File: config.mk
export PLATFORM = sky130hd
export DESIGN_NAME = fpmul_pipe_harness
export DESIGN_NICKNAME = d
export VERILOG_FILES = /design/src/rtl/fpmul_pipe_harness.sv
export SDC_FILE = /design/constraint.sdc
export NUM_CORES = 2
export LEC_CHECK = 0
export CAP_MARGIN = 5
export CORE_MARGIN = 2
export CORE_UTILIZATION = 30
export DETAILED_ROUTE_END_ITERATION = 8
export PLACE_DENSITY = 0.53
export SLEW_MARGIN = 0
export SYNTH_ARGS = -nofsm -noshare
export SYNTH_HDL_FRONTEND = slang
export SYNTH_SLANG_ARGS = --single-unit
File: constraint.sdc
create_clock -name clk -period 25.1 [get_ports clk]
set_clock_uncertainty 0.2 [all_clocks]
set_input_delay 5.02 -clock clk [delete_from_list [all_inputs] [get_ports clk]]
set_output_delay 5.02 -clock clk [all_outputs]
set_load 0.005 [all_outputs]
File: src/rtl/fpmul_pipe_harness.sv
// Handshaked, STAGES-deep result pipeline around a combinational binary32 multiplier core.
// Optional sticky exception-flag accumulator enabled by defining FPMUL_STICKY_FLAGS_EN.
`ifndef WIDTH
`define WIDTH 32
`endif
`ifndef WCONTROL
`define WCONTROL 2
`endif
`ifndef WFLAG
`define WFLAG 4
`endif

// Binary32 multiply, flush-to-zero for subnormal inputs and tiny results.
// control: 0 nearest-even, 1 toward zero, 2 toward +inf, 3 toward -inf.
// flagout: {invalid, overflow, underflow, inexact}.
module fpmul (
  input  logic [`WIDTH-1:0]    a,
  input  logic [`WIDTH-1:0]    b,
  input  logic [`WCONTROL-1:0] control,
  output logic [`WIDTH-1:0]    out,
  output logic [`WFLAG-1:0]    flagout
);
  logic        sa, sb, sgn;
  logic [7:0]  ea, eb;
  logic [22:0] fa, fb;
  assign {sa, ea, fa} = a;
  assign {sb, eb, fb} = b;
  assign sgn = sa ^ sb;

  logic a_zero, b_zero, a_inf, b_inf, a_nan, b_nan, inv_mul, snan;
  assign a_zero  = (ea == 8'd0);
  assign b_zero  = (eb == 8'd0);
  assign a_inf   = (ea == 8'hFF) && (fa == 23'd0);
  assign b_inf   = (eb == 8'hFF) && (fb == 23'd0);
  assign a_nan   = (ea == 8'hFF) && (fa != 23'd0);
  assign b_nan   = (eb == 8'hFF) && (fb != 23'd0);
  assign inv_mul = (a_inf && b_zero) || (a_zero && b_inf);
  assign snan    = (a_nan && !fa[22]) || (b_nan && !fb[22]);

  logic [47:0] prod;
  assign prod = {1'b1, fa} * {1'b1, fb};

  logic signed [9:0] e_norm, e_fin;
  assign e_norm = $signed({2'b00, ea}) + $signed({2'b00, eb}) - 10'sd127
                + $signed({9'd0, prod[47]});

  logic [22:0] frac;
  logic        guard, sticky, round_up;
  always_comb begin
    if (prod[47]) begin
      frac   = prod[46:24];
      guard  = prod[23];
      sticky = |prod[22:0];
    end else begin
      frac   = prod[45:23];
      guard  = prod[22];
      sticky = |prod[21:0];
    end
    case (control)
      2'd0:    round_up = guard && (sticky || frac[0]);
      2'd2:    round_up = !sgn && (guard || sticky);
      2'd3:    round_up = sgn && (guard || sticky);
      default: round_up = 1'b0;
    endcase
  end

  // A carry out of the fraction leaves it all-zero and bumps the exponent.
  logic [23:0] frac_r;
  logic        ovf_inf;
  assign frac_r  = {1'b0, frac} + {23'd0, round_up};
  assign e_fin   = e_norm + $signed({9'd0, frac_r[23]});
  assign ovf_inf = (control == 2'd0) || (control == 2'd2 && !sgn) || (control == 2'd3 && sgn);

  always_comb begin
    out     = '0;
    flagout = '0;
    if (a_nan || b_nan || inv_mul) begin
      out        = 32'h7FC0_0000;
      flagout[3] = inv_mul || snan;
    end else if (a_inf || b_inf) begin
      out = {sgn, 8'hFF, 23'd0};
    end else if (a_zero || b_zero) begin
      out = {sgn, 31'd0};
    end else if (e_fin >= 10'sd255) begin
      flagout[2] = 1'b1;
      flagout[0] = 1'b1;
      out        = ovf_inf ? {sgn, 8'hFF, 23'd0} : {sgn, 8'hFE, 23'h7F_FFFF};
    end else if (e_fin <= 10'sd0) begin
      flagout[1] = 1'b1;
      flagout[0] = 1'b1;
      out        = {sgn, 31'd0};
    end else begin
      flagout[0] = guard || sticky;
      out        = {sgn, e_fin[7:0], frac_r[22:0]};
    end
  end
endmodule

module fpmul_pipe_harness #(
  parameter int WIDTH  = `WIDTH,
  parameter int WCTRL  = `WCONTROL,
  parameter int WFLG   = `WFLAG,
  parameter int STAGES = 1,
  parameter int CNTW   = 16
) (
  input  logic             clk,
  input  logic             reset,
  input  logic             in_valid,
  output logic             in_ready,
  input  logic [WIDTH-1:0] a,
  input  logic [WIDTH-1:0] b,
  input  logic [WCTRL-1:0] control,
  output logic             out_valid,
  input  logic             out_ready,
  output logic [WIDTH-1:0] out,
  output logic [WFLG-1:0]  flagout,
  output logic             busy,
  output logic [CNTW-1:0]  txn_count
`ifdef FPMUL_STICKY_FLAGS_EN
  ,
  input  logic             sticky_clr,
  output logic [WFLG-1:0]  sticky_flags
`endif
);
  // vld_pipe[0] is the input register, vld_pipe[STAGES] the output register.
  logic [STAGES:0]            vld_pipe;
  logic [WIDTH-1:0]           a_q, b_q;
  logic [WCTRL-1:0]           ctl_q;
  logic [STAGES:1][WIDTH-1:0] prod_pipe;
  logic [STAGES:1][WFLG-1:0]  flg_pipe;
  logic [WIDTH-1:0]           core_out;
  logic [WFLG-1:0]            core_flg;
  logic                       advance, handoff;

  fpmul u_core (.a(a_q), .b(b_q), .control(ctl_q), .out(core_out), .flagout(core_flg));

  // Whole-pipe stall: nothing moves while the output beat waits.
  assign advance   = !(vld_pipe[STAGES] && !out_ready);
  assign handoff   = vld_pipe[STAGES] && out_ready;
  assign in_ready  = advance;
  assign out_valid = vld_pipe[STAGES];
  assign out       = prod_pipe[STAGES];
  assign flagout   = flg_pipe[STAGES];
  assign busy      = |vld_pipe;

  always_ff @(posedge clk) begin
    if (reset) begin
      vld_pipe  <= '0;
      a_q       <= '0;
      b_q       <= '0;
      ctl_q     <= '0;
      prod_pipe <= '0;
      flg_pipe  <= '0;
      txn_count <= '0;
    end else begin
      if (advance) begin
        vld_pipe <= {vld_pipe[STAGES-1:0], in_valid};
        if (in_valid) begin
          a_q   <= a;
          b_q   <= b;
          ctl_q <= control;
        end
        prod_pipe[1] <= core_out;
        flg_pipe[1]  <= core_flg;
        for (int i = 2; i <= STAGES; i++) begin
          prod_pipe[i] <= prod_pipe[i-1];
          flg_pipe[i]  <= flg_pipe[i-1];
        end
      end
      if (handoff) txn_count <= txn_count + CNTW'(1);
    end
  end

`ifdef FPMUL_STICKY_FLAGS_EN
  // A clear coinciding with a handoff keeps that beat's flags.
  always_ff @(posedge clk) begin
    if (reset)           sticky_flags <= '0;
    else if (sticky_clr) sticky_flags <= handoff ? flagout : '0;
    else if (handoff)    sticky_flags <= sticky_flags | flagout;
  end
`endif
endmodule

==> results.sh <==
export IMPL_critPathKind="reg2reg"
export IMPL_hp_class="reg2reg"
export IMPL_ys_top_cells_by_count="inv_1, nand2_1, fa_1"
export IMPL_diodes=0
export IMPL_worstMarginPinSlew_ps=1256
export IMPL_stdcell_count=4340
export IMPL_min_from="out[2]"
export IMPL_holdPathStages=2
export IMPL_arrival_ps=13700
export IMPL_min_period_ps=13470
export IMPL_grt_usage_pct=18.85
export IMPL_overflow=0
export IMPL_timing_rr_end="out[17]"
export IMPL_max_freq_mhz=74.22
export IMPL_maxSlewHeadroom_pct=16.14
export IMPL_place_ws_ps=11740
export IMPL_required_ps=25320
export IMPL_cp_end_kind="register"
export IMPL_power_density_nw_per_um2=41.01
export IMPL_final_antenna_net_count=0
export IMPL_setup_violations=0
export IMPL_synth_edf_count=0
export IMPL_r2r_slack_ps=11630
export IMPL_cts_hold_buf=0
export IMPL_syn_num_nets=3892
export IMPL_vias=21280
export IMPL_ys_warnings_count=0
export IMPL_worstPathMaxFanout=30
export IMPL_wl_per_cell_um=18.91
export IMPL_die_area_um2=89610
export IMPL_syn_inst=3149
export IMPL_cts_sinks=120
export IMPL_area_growth_pct=11.39
export IMPL_syn_area_per_cell_um2=8.310
export IMPL_drv_slew=0
export IMPL_core_area_um2=86620
export IMPL_hpwl_um=63570
export IMPL_drive_gt1_share_pct=4.427
export IMPL_ys_seq_area_share_pct=9.180
export IMPL_cts_made_buffers=17
export IMPL_rows=108
export IMPL_cpMaxStageDelayCell="dfxtp_1"
export IMPL_synth_cell_types=98
export IMPL_syn_area_um2=26170
export IMPL_setup_tns_ps=0
export IMPL_drv_cap=0
export IMPL_yosysTopAreaCellShare_pct=37.03
export IMPL_dr_first_iter_drc_count=1382
export IMPL_async_flop_share_pct=0
export IMPL_reg2reg_depth=46
export IMPL_initial_utilization_pct=30.21
export IMPL_max_stage_delay_ps=1150
export IMPL_cts_resized=0
export IMPL_power_leakage_nw=13.34
export IMPL_drc=0
export IMPL_grt_pass1_vias=21760
export IMPL_vias_per_cell=4.902
export IMPL_synth_main_ff_cell="dfxtp_1"
export IMPL_path_common_cell="fa_1"
export IMPL_nNetsFinal=3915
export IMPL_clk_latency_ps=480
export IMPL_grt_max_degree=87
export IMPL_yosys_area_top_type="fa_1"
export IMPL_rsz0062_at_grt="false"
export IMPL_drtPass1Iterations=7
export IMPL_synth_area_leaders="fa_1, dfxtp_1, ha_1"
export IMPL_cp_start_kind="register"
export IMPL_synth_most_common_cell="inv_1"
export IMPL_port_buffers=124
export IMPL_cts_root_buf="clkbuf_16"
export IMPL_htree_levels=4
export IMPL_cts_tree="built"
export IMPL_antenna_found_initial=0
export IMPL_io_pins=125
export IMPL_ys_seq_elements=120
export IMPL_grt_pass1_wl_um=130200
export IMPL_hold_path_end="out[2]"
export IMPL_period_share_pct=53.68
export IMPL_post_cts_setup_buffers=0
export IMPL_worst_slack_ps=11630
export IMPL_die_x_um=299.3
export IMPL_place_gp_congestion=0.8682
export IMPL_outcome="finished, final reports clean"
export IMPL_wl_um=82080
export IMPL_die_h_um=299.3
export IMPL_rr_startpoint="b_q[5]"
export IMPL_fillers=9146
export IMPL_hold_viol=0
export IMPL_max_vdd_ir_drop_mv=0.05112
export IMPL_ctsLongestPathBuffers=2
export IMPL_dpl_cell_count=4308
export IMPL_clk_pin_slew_worst_paths_ps=70
## critical path: cells and delay by family, from the launching register on
kind	cells	cell delay [ps]
AO/OA/AOI/OAI	12	2280
adder cells (fa/ha/maj)	11	4810
buffers and inverters	7	600
flip-flops	1	1150
multiplexers	1	350
AND/OR/NAND/NOR	15	3990
## power by group
group          total (mW)  internal (mW)  switching [mW]
registers           0.217          0.203          0.0137
logic               0.704          0.251           0.452
clock network       0.274          0.169           0.105
## worst max path at each step
stage	end	from	slack (ps)
global placement	out[17]	b_q[0]	11900
floorplan	out[17]	b_q[3]	13340
CTS	out[17]	b_q[0]	11680
detailed placement	out[17]	b_q[0]	11740
finish	out[17]	b_q[5]	11630
global route	out[16]	b_q[3]	10640
## per-layer routing
| metal | track usage, % | share of wire (%) |
|---|---|---|
| met5 | 0 | 0 |
| met4 | 4.393 | 1.9 |
| met3 | 3.725 | 7.2 |
| met2 | 29.23 | 45 |
| met1 | 26.98 | 46 |
## cell families after synthesis
group	after synthesis	synth area share, %
fa+ha+maj	673	46.06
simple gates	1087	19.95
buf+inv	766	11.24
xor+xnor	58	1.941
compound gates	431	11.02
mux	14	0.6072
flops	120	9.180
## placed cells by master, fill, tap and decap left out, types with 12 or more instances in the layout
cell,instances
nor3_1,31
a211oi_1,20
buf_4,46
a21oi_1,169
ha_1,189
dfxtp_1,119
clkdlybuf4s50_1,123
clkbuf_16,17
and3_1,14
nor2_1,120
and2_1,239
o21ai_0,64
xnor2_1,29
xor2_1,29
o21bai_1,12
a21o_1,20
nor4_1,22
or3_1,16
o21ai_1,15
nand3_1,37
nand4_1,30
fa_1,484
inv_1,597
o211ai_1,12
nand2_1,517
## final cells by class
| cell class | instances | area, µm² | share of cell area (%) |
|---|---|---|---|
| Clock inverter | 14 | 197.7 | 0.6782 |
| Clock buffer | 18 | 439.2 | 1.507 |
| Sequential cell | 120 | 2404 | 8.246 |
| Timing Repair Buffer | 169 | 1577 | 5.408 |
| Inverter | 601 | 2256 | 7.739 |
| Tap cell | 1155 | 1445 | 4.958 |
| Multi-Input combinational cell | 2263 | 20830 | 71.46 |
## per-stage QoR
| stage | power (mW) | hold WS (ps) | cell area (µm²) | utilization (%) |
|---|---|---|---|---|
| after floorplan | 0.6980 | 245.0 | 26170 | - |
| after global placement | 0.9152 | 242.7 | 28510 | 32.92 |
| after detailed placement | 0.9105 | 250.2 | 28510 | 32.92 |
| after CTS | 1.197 | 264.8 | 29150 | 33.65 |
| after global routing | 1.289 | 283.0 | 29150 | 33.65 |
| final | 1.195 | 260.6 | 29150 | 33.65 |
## flip-flops by register name, summed over array words and instances, names as in the netlist
signal and flops:
a_q 32, b_q 32, out 32, txn_count 16, flagout 4, ctl_q 2, vld_pipe 2
Note: power is estimated with default switching activity, not from simulation.
